==> src/rtl/apb4_archinfo_if.sv <==
// APB4 bus bundle for the architecture-info slave.
// Signal names keep the slave-side _i/_o suffixes so waveforms match the block's port list.
interface apb4_archinfo_if #(
   parameter int ADDR_WIDTH = 12
);
   logic [ADDR_WIDTH-1:0] paddr_i;
   logic [2:0]            pprot_i;
   logic                  psel_i;
   logic                  penable_i;
   logic                  pwrite_i;
   logic [3:0]            pstrb_i;
   logic [31:0]           pwdata_i;
   logic                  pready_o;
   logic [31:0]           prdata_o;
   logic                  pslverr_o;

   modport master (
      output paddr_i, pprot_i, psel_i, penable_i, pwrite_i, pstrb_i, pwdata_i,
      input  pready_o, prdata_o, pslverr_o
   );

   modport slave (
      input  paddr_i, pprot_i, psel_i, penable_i, pwrite_i, pstrb_i, pwdata_i,
      output pready_o, prdata_o, pslverr_o
   );
endinterface

==> src/rtl/apb4_archinfo_mc.sv <==
// APB4 architecture-info slave: ID/CAP registers, lockable USER scratch bank and a
// 64-bit uptime counter whose high word is latched into a shadow on every UPT_LO read.
module apb4_archinfo_mc #(
   parameter int          ADDR_WIDTH = 12,
   parameter int          NUM_USER   = 4,
   parameter int          WAIT_CYC   = 0,
   parameter logic [31:0] SYS_ID     = 32'hFFFF_2022,
   parameter logic [31:0] IDL_VAL    = 32'hF123_4567,
   parameter logic [31:0] IDH_VAL    = 32'h0000_0001,
   parameter logic [31:0] USER_RST   = 32'h0
) (
   input  logic           clk_i,
   input  logic           rst_i,
   apb4_archinfo_if.slave bus
);
   localparam int UIW = (NUM_USER > 1) ? $clog2(NUM_USER) : 1;
   localparam int WW  = ADDR_WIDTH - 2;
   localparam logic [WW-1:0] W_CTRL   = WW'(0);
   localparam logic [WW-1:0] W_SYS    = WW'(1);
   localparam logic [WW-1:0] W_IDL    = WW'(2);
   localparam logic [WW-1:0] W_IDH    = WW'(3);
   localparam logic [WW-1:0] W_UPT_LO = WW'(4);
   localparam logic [WW-1:0] W_UPT_HI = WW'(5);
   localparam logic [WW-1:0] W_CAP    = WW'(6);
   localparam logic [WW-1:0] W_USER   = WW'(8);

   typedef enum logic [1:0] {S_IDLE, S_WAIT, S_RESP} state_t;

   state_t        state_q, state_d;
   logic [2:0]    wcnt_q, wcnt_d;
   logic          lock_q, cnt_en_q;
   logic [31:0]   user_q [NUM_USER];
   logic [63:0]   upt_q;
   logic [31:0]   shadow_q;

   logic [WW-1:0]  widx, uoff;
   logic [UIW-1:0] uidx;
   logic           hit, ro, ctrl_sel, user_sel, uptlo_sel;
   logic [31:0]    rd_val;
   logic           xfer_done, err, commit;
   logic           unused_bits;

   assign widx        = bus.paddr_i[ADDR_WIDTH-1:2];
   assign uoff        = widx - W_USER;
   assign uidx        = uoff[UIW-1:0];
   assign unused_bits = ^{bus.pprot_i, bus.paddr_i[1:0]};

   always_comb begin
      rd_val    = '0;
      hit       = 1'b1;
      ro        = 1'b1;
      ctrl_sel  = 1'b0;
      user_sel  = 1'b0;
      uptlo_sel = 1'b0;
      case (widx)
         W_CTRL: begin
            rd_val   = {30'd0, cnt_en_q, lock_q};
            ro       = 1'b0;
            ctrl_sel = 1'b1;
         end
         W_SYS:    rd_val = SYS_ID;
         W_IDL:    rd_val = IDL_VAL;
         W_IDH:    rd_val = IDH_VAL;
         W_UPT_LO: begin
            rd_val    = upt_q[31:0];
            uptlo_sel = 1'b1;
         end
         W_UPT_HI: rd_val = shadow_q;
         W_CAP:    rd_val = {15'd0, lock_q, 5'd0, 3'(WAIT_CYC), 3'd0, 5'(NUM_USER)};
         default: begin
            if ((widx >= W_USER) && (uoff < WW'(NUM_USER))) begin
               rd_val   = user_q[uidx];
               ro       = 1'b0;
               user_sel = 1'b1;
            end else begin
               hit = 1'b0;
            end
         end
      endcase
   end

   // LOCK is judged here, in the completing cycle, not at setup.
   assign err       = !hit || (bus.pwrite_i && ro) ||
                      (bus.pwrite_i && lock_q && (ctrl_sel || user_sel));
   assign xfer_done = (state_q == S_RESP) && bus.psel_i && bus.penable_i && !rst_i;
   assign commit    = xfer_done && !err;

   assign bus.pready_o  = xfer_done;
   assign bus.pslverr_o = xfer_done && err;
   assign bus.prdata_o  = (xfer_done && !err && !bus.pwrite_i) ? rd_val : 32'd0;

   always_comb begin
      state_d = state_q;
      wcnt_d  = wcnt_q;
      case (state_q)
         S_IDLE: begin
            if (bus.psel_i && !bus.penable_i) begin
               if (WAIT_CYC == 0) begin
                  state_d = S_RESP;
               end else begin
                  state_d = S_WAIT;
                  wcnt_d  = 3'(WAIT_CYC - 1);
               end
            end
         end
         S_WAIT: begin
            if (!bus.psel_i)                         state_d = S_IDLE;
            else if (wcnt_q != 3'd0)                 wcnt_d  = wcnt_q - 3'd1;
            else if (bus.penable_i)                  state_d = S_RESP;
         end
         S_RESP:  state_d = S_IDLE;
         default: state_d = S_IDLE;
      endcase
   end

   always_ff @(posedge clk_i) begin
      if (rst_i) begin
         state_q  <= S_IDLE;
         wcnt_q   <= '0;
         lock_q   <= 1'b0;
         cnt_en_q <= 1'b0;
         upt_q    <= '0;
         shadow_q <= '0;
         for (int k = 0; k < NUM_USER; k++) user_q[k] <= USER_RST;
      end else begin
         state_q <= state_d;
         wcnt_q  <= wcnt_d;
         if (cnt_en_q) upt_q <= upt_q + 64'd1;
         if (commit && !bus.pwrite_i && uptlo_sel) shadow_q <= upt_q[63:32];
         if (commit && bus.pwrite_i) begin
            // LOCK is sticky: a 0 written to bit0 leaves it set.
            if (ctrl_sel && bus.pstrb_i[0]) begin
               lock_q   <= lock_q | bus.pwdata_i[0];
               cnt_en_q <= bus.pwdata_i[1];
            end
            for (int k = 0; k < NUM_USER; k++) begin
               if (user_sel && (uidx == UIW'(k))) begin
                  for (int b = 0; b < 4; b++) begin
                     if (bus.pstrb_i[b]) user_q[k][8*b +: 8] <= bus.pwdata_i[8*b +: 8];
                  end
               end
            end
         end
      end
   end
endmodule
==> src/flat_wrapper.sv <==
// flat-port wrapper written by rule: the top's interface ports become plain ports
module apb4_archinfo_mc_flat 
#(
   parameter int          ADDR_WIDTH = 12,
   parameter int          NUM_USER   = 4,
   parameter int          WAIT_CYC   = 0,
   parameter logic [31:0] SYS_ID     = 32'hFFFF_2022,
   parameter logic [31:0] IDL_VAL    = 32'hF123_4567,
   parameter logic [31:0] IDH_VAL    = 32'h0000_0001,
   parameter logic [31:0] USER_RST   = 32'h0
)
  (clk_i, rst_i, bus_paddr_i, bus_pprot_i, bus_psel_i, bus_penable_i, bus_pwrite_i, bus_pstrb_i, bus_pwdata_i, bus_pready_o, bus_prdata_o, bus_pslverr_o);
  apb4_archinfo_if #(.ADDR_WIDTH(ADDR_WIDTH)) bus_i ();
  input  logic clk_i;
  input  logic rst_i;
  input wire logic [$bits(bus_i.paddr_i)-1:0] bus_paddr_i;
  input wire logic [$bits(bus_i.pprot_i)-1:0] bus_pprot_i;
  input wire logic [$bits(bus_i.psel_i)-1:0] bus_psel_i;
  input wire logic [$bits(bus_i.penable_i)-1:0] bus_penable_i;
  input wire logic [$bits(bus_i.pwrite_i)-1:0] bus_pwrite_i;
  input wire logic [$bits(bus_i.pstrb_i)-1:0] bus_pstrb_i;
  input wire logic [$bits(bus_i.pwdata_i)-1:0] bus_pwdata_i;
  output wire logic [$bits(bus_i.pready_o)-1:0] bus_pready_o;
  output wire logic [$bits(bus_i.prdata_o)-1:0] bus_prdata_o;
  output wire logic [$bits(bus_i.pslverr_o)-1:0] bus_pslverr_o;
  assign bus_i.paddr_i = bus_paddr_i;
  assign bus_i.pprot_i = bus_pprot_i;
  assign bus_i.psel_i = bus_psel_i;
  assign bus_i.penable_i = bus_penable_i;
  assign bus_i.pwrite_i = bus_pwrite_i;
  assign bus_i.pstrb_i = bus_pstrb_i;
  assign bus_i.pwdata_i = bus_pwdata_i;
  assign bus_pready_o = bus_i.pready_o;
  assign bus_prdata_o = bus_i.prdata_o;
  assign bus_pslverr_o = bus_i.pslverr_o;
  apb4_archinfo_mc #(.ADDR_WIDTH(ADDR_WIDTH), .NUM_USER(NUM_USER), .WAIT_CYC(WAIT_CYC), .SYS_ID(SYS_ID), .IDL_VAL(IDL_VAL), .IDH_VAL(IDH_VAL), .USER_RST(USER_RST)) u_core (.clk_i(clk_i), .rst_i(rst_i), .bus(bus_i));
endmodule
==> config.mk <==
export PLATFORM = sky130hd
export DESIGN_NAME = apb4_archinfo_mc_flat
export DESIGN_NICKNAME = d
export VERILOG_FILES = /design/src/rtl/apb4_archinfo_if.sv /design/src/rtl/apb4_archinfo_mc.sv /design/src/flat_wrapper.sv
export SDC_FILE = /design/constraint.sdc
export NUM_CORES = 1
export LEC_CHECK = 0
export ABC_AREA = 1
export CORE_ASPECT_RATIO = 2
export CORE_MARGIN = 2
export CORE_UTILIZATION = 45
export CTS_CLUSTER_SIZE = 28
export DETAILED_ROUTE_END_ITERATION = 6
export GPL_TIMING_DRIVEN = 0
export PLACE_DENSITY_LB_ADDON = 0.12
export SLEW_MARGIN = 10
export SYNTH_ARGS = -nofsm -noshare
export SYNTH_HDL_FRONTEND = slang
export SYNTH_SLANG_ARGS = --single-unit
==> constraint.sdc <==
create_clock -name clk_i -period 4.02 [get_ports clk_i]
set_clock_uncertainty 0.2 [all_clocks]
set_input_delay 1.005 -clock clk_i [delete_from_list [all_inputs] [get_ports clk_i]]
set_output_delay 1.005 -clock clk_i [all_outputs]
set_load 0.005 [all_outputs]
* Yosys cells after proc, flatten, opt, wreduce, memory -nomap -nowiden
Memories as Yosys holds them, arrays and structs flattened. Cells that the tools add are included.
Storage, ports and cells: flip-flop bits (word level) 103, bits in writable memories 128, output and inout bits 34, word-level logic and storage cells 179, memories kept 1
Memories:
- u_core.user_q | words 4, width 32, read ports 1, clocked after memory_dff 0, write ports 4, line apb4_archinfo_mc.sv:32 | logic [31:0] user_q [NUM_USER];
Cells by class: add/subtract/negate cells 3, order comparisons 2, equality and inequality tests 14, multiplexer cells 101, bitwise operators 17, reductions and logical operators 35
Operators with widths (number):
- $pmux 32 s7 | 1
- $mux 8 | 16
- $mux 1 | 76
- $add 64x1->64 const B | 1
- $mux 32 | 2
- $eq 10x3->1 const B | 3
- $eq 10x2->1 const B | 2
- $logic_and 1x1->1 | 18
- $or 1x1->1 | 17
- $eq 10x1->1 const B | 1
- $ge 10x4->1 const B | 1
- $logic_not 10->1 | 1
- $lt 10x3->1 const B | 1
- $sub 10x4->10 const B | 1
- $mux 2 | 4
- $reduce_or 7->1 | 1
- $eq 2x2->1 const B | 3
- $ne 3x3->1 const B | 2
- $reduce_and 3->1 | 2
- $reduce_or 6->1 | 1
- $logic_not 1->1 | 5
- $eq 2x1->1 const B | 2
- $logic_not 2->1 | 2
- $pmux 2 s2 | 1
- other kinds (6) | 8

* Logic depth before layout (Yosys ltp)
Gate-level depths: netlist of the first run.
depth in word-level cells 15, depth in mapped cells 15

* Least setup slack after synthesis of the first run
OpenSTA, ideal clock, no wires.
kind input -> output, start input port bus_paddr_i[5], end output port bus_prdata_o[15], arrival time 2.493 ns, path slack 0.322 ns, cell stages on the path 12, buffers on the path 2, cells stage by stage inv_1 ha_1 inv_1 nor2_2 nand3_2 nand3_1 nand3_2 nor2_2 buf_6 nand2_1 buf_2 a31oi_1
Between the ends: cells in the longest elaborated chain, start to end 12, elaborated cells on any way between the ends 31, classes of those cells add/sub (1); order compare (2); eq/ne (6); mux (9); reduce/logical (13)
RTL lines:
- start: declaration | line flat_wrapper.sv:16 | input wire logic [$bits(bus_i.paddr_i)-1:0] bus_paddr_i;
- $sub 10x4->10 | line apb4_archinfo_mc.sv:44 | assign uoff = widx - W_USER;
- $lt 10x3->1 | line apb4_archinfo_mc.sv:71 | if ((widx >= W_USER) && (uoff < WW'(NUM_USER))) begin
- $logic_and 1x1->1 | line apb4_archinfo_mc.sv:71
- $mux 1 | line apb4_archinfo_mc.sv:71
- $pmux 1 s2 / $mux 1 (equally long branches) | line apb4_archinfo_mc.sv:55 | case (widx)
- $logic_and 1x1->1 (tied with other cells) | line apb4_archinfo_mc.sv:83 | assign err = !hit || (bus.pwrite_i && ro) ||
- $logic_or 1x1->1 / $logic_and 1x1->1 (equally long branches) | line apb4_archinfo_mc.sv:83, apb4_archinfo_mc.sv:84
- $logic_or 1x1->1 | line apb4_archinfo_mc.sv:83
- $logic_not 1->1 | line apb4_archinfo_mc.sv:90 | assign bus.prdata_o = (xfer_done && !err && !bus.pwrite_i) ? rd_val : 32'd0;
- $logic_and 1x1->1 (2 in a row) | line apb4_archinfo_mc.sv:90
- $mux 32 (*) | line apb4_archinfo_mc.sv:90
- end: declaration | line flat_wrapper.sv:24 | output wire logic [$bits(bus_i.prdata_o)-1:0] bus_prdata_o;
Every way passes the cells marked *; elsewhere a longest branch is shown, timed or not.

* Worst setup path in the final report of the first run
start input port bus_paddr_i[9], end output port bus_prdata_o[22]
Same word-level chain as after synthesis.

==> results of run 1 <==
## registers in the layout (all words and copies together) (netlist names)
| register | flops |
|---|---|
| u_core.user_q | 128 |
| u_core.shadow_q | 32 |
| u_core.state_q | 1 |
| u_core.upt_q | 64 |
| u_core.cnt_en_q | 1 |
| u_core.lock_q | 1 |
## where the power goes
part	switching [uW]	leakage [uW]	internal (uW)
sequential	11.7	0.00213	2490
clock	922	0.000392	1430
combinational	190	0.00322	87.8
total	1120	0.00575	4000
## Yosys cell counts, drive strengths merged
| cell | instances |
|---|---|
| a21oi | 35 |
| and3 | 1 |
| or2 | 1 |
| and2 | 2 |
| a221oi | 14 |
| nand4 | 60 |
| dfxtp | 99 |
| nor3 | 40 |
| edfxtp | 128 |
| a22oi | 32 |
| clkbuf | 32 |
| o21a | 3 |
| ha | 2 |
| o21ai | 37 |
| buf | 18 |
| nand3b | 1 |
| inv | 214 |
| nor4 | 7 |
| clkinv | 3 |
| o211ai | 3 |
| nand2 | 288 |
| a31o | 1 |
| o22ai | 8 |
| nor2 | 327 |
| xor2 | 26 |
| a31oi | 13 |
| a211oi | 2 |
| nand3 | 64 |
## cell type report
cell class | count | area, sq um | share of cell area, %
clock buffer | 32 | 638 | 4.47
inverter | 217 | 827 | 5.80
sequential | 227 | 5830 | 40.8
tap | 340 | 425 | 2.98
buffer | 50 | 310 | 2.18
clock inverter | 8 | 178 | 1.25
timing repair buffer | 96 | 890 | 6.24
multi-input combinational | 967 | 5170 | 36.3
## per-stage QoR
stage | hold WS (ns) | util (%) | instances | total power [uW] | cell area, sq um
6_report | 0.227 | 56.1 | 1937 | 5120 | 14300
5_1_grt | 0.246 | 56.1 | 1937 | 5260 | 14300
4_1_cts | 0.226 | 55.4 | 1937 | 5150 | 14100
3_5_place_dp | 0.217 | 50.5 | 1885 | 2800 | 12800
3_3_place_gp | 0.208 | 50.5 | 1885 | 2800 | 12800
2_1_floorplan | 0.198 | - | 1461 | 2670 | 11600
## worst reg2reg max path, delay by kind of cell, from the launching register on
kind          cells  cell delay (ns)
simple gates      8             1.22
flops             1             0.31
buf+inv           3             0.39
## path summary, 6_finish.rpt
| check | slack [ns] | startpoint | to |
|---|---|---|---|
| max | 0.05 | bus_paddr_i[9] | bus_prdata_o[22] |
| min | 0.23 | u_core.state_q[1] | u_core.state_q[1] |
| max reg2reg | 1.54 | u_core.lock_q | u_core.user_q[3][4] |
| min reg2reg | 0.23 | u_core.state_q[1] | u_core.state_q[1] |
## routing by layer
layer	global-route usage (%)	vias up	wire, microns
met1	35.3	4958	15500
met4	11.7	0	1550
li1	-	5023	-
met5	0	-	0
met2	47.1	401	18500
met3	4.30	77	2650
## repair_timing
action,CTS,global route
setup endpoints to repair,33,32
gates cloned,1,0
buffers inserted,11,0
gates resized for setup,197,62
pin swaps,17,13
## cell families (layout without fill, tap and decap cells)
group,count (synthesis),in the layout,synth area share [%]
simple gates,791,791,30.7
buf+inv,267,403,8.82
flops,227,227,50.3
compound gates,148,148,7.98
xor+xnor,26,26,1.97
fa+ha+maj,2,2,0.216
==> flow_summary.yaml, run 1 <==
grt:
  grt.total_usage_pct: 27.8
  grt_pass1_vias: 10100
  grt_max_degree: 16
  grt_antenna_before_repair: 0
  grt_pass1_wl_microns: 57800
  grt_overflow: 0
synthesis:
  synth_top_cell_by_area: "edfxtp_1"
  syn_nets: 1519
  synth_area_leaders: "edfxtp_1 33%, dfxtp_1 17%, nor2_1 10%"
  ys_warn_count: 0
  netlist_instances: 1461
  syn_area_per_cell_sq_um: 7.92
  synthDistinctLibCells: 38
  synth-seq-cells: 227
  synth_top_area_share_pct: 33.2
  mappedNetlistArea_sq_um: 11600
  yosysSeqAreaShare_pct: 50.3
clocking:
  clock_sinks: 227
  postCtsHoldBufs: 0
  clockRootBuffer: "clkbuf_16"
  cts_buffers: 22
  htree_levels: 1
  clk_pin_slew_ns: 0.06
  cts.path.max_buffers: 3
  insertion_delay_ns: 0.54
  cts_tree: "yes"
detailed_routing:
  drc: 0
  wl_microns: 38200
  avgRoutedWirePerCell_microns: 19.7
  vias: 10500
  first_pass_iters: 5
  routed_via_density: 5.40
  ant_nets: 0
  drtIter0Drc: 1043
setup_path:
  cp-end-kind: "output port"
  path_buf_inv: 5
  worstSetupPathDepth: 13
  critPathKind: "in -> out"
  path_cells: "dlygate4sd2_1, inv_1, nand2_2, nor2_4, nand3_4, nand3_4, nand3_4, nor2_4, buf_6, nand2_8, buf_8, nor2_1, dlygate4sd2_1"
  critPathLaunchType: "primary input"
  cp_slowest_cell: "dlygate4sd2_1"
  cpLargestDelayFamily: "simple AND/OR/NAND/NOR gates"
  path_common_cell: "nand3_4"
  reg2reg_depth: 11
  cp_max_fo: 5
  worst_path_largest_cell_delay_ns: 0.26
  arrival_ns: 2.76
  required_ns: 2.81
power:
  power_density_nw_per_um2: 359
  ir_drop_mv: 0.344
  p_leak_uw: 0.00575
floorplan:
  die_w_microns: 117
  die_h_microns: 231
  io_pins: 90
  rows: 83
  core_sq_um: 25400
  initial_core_util_pct: 45.5
  dieArea_sq_um: 27100
finish:
  diodes: 0
  drive_gt1_share_pct: 12.5
  layout_common_cells: "299 x nor2_1, 257 x nand2_1, 207 x inv_1"
  final_common_cell: "nor2_1"
  syn2layout_area_growth_pct: 23.3
  fillCellCount: 2409
  fin_nets: 1639
placed_design:
  place_congestion: 0.935
  numPortBuffers: 84
  post-dp-hpwl_microns: 28500
  dp_slack_ns: -1.22
worst_hold_path:
  hold_class: "reg -> reg"
  hold_depth: 1
sta:
  fin_ws_ns: 0.0514
  hold_viol: 0
  period_minus_slack_ns: 3.97
  finalSetupTns_ns: 0
  post-route-period-util_pct: 98.7
  setup_violations: 0
  worst_slew_pin_slew_ns: 0.929
  slew_viol_final: 0
  clock.fmax_ghz: 0.252
  max_slew_margin_pct: 37.8
flow_run:
  drv_cap: 0
status:
  status: "complete, no violations"
Power figures use the tool's default switching activity.
==> run 2, diff against run 1 <==
--- a/config.mk
+++ b/config.mk
@@ -9,7 +9,6 @@
 export CORE_ASPECT_RATIO = 2
 export CORE_MARGIN = 2
 export CORE_UTILIZATION = 45
-export CTS_CLUSTER_SIZE = 28
 export DETAILED_ROUTE_END_ITERATION = 6
 export GPL_TIMING_DRIVEN = 0
 export PLACE_DENSITY_LB_ADDON = 0.12
==> results of run 2 <==
The final DEF is identical to that of run 1; final timing and power are the same.
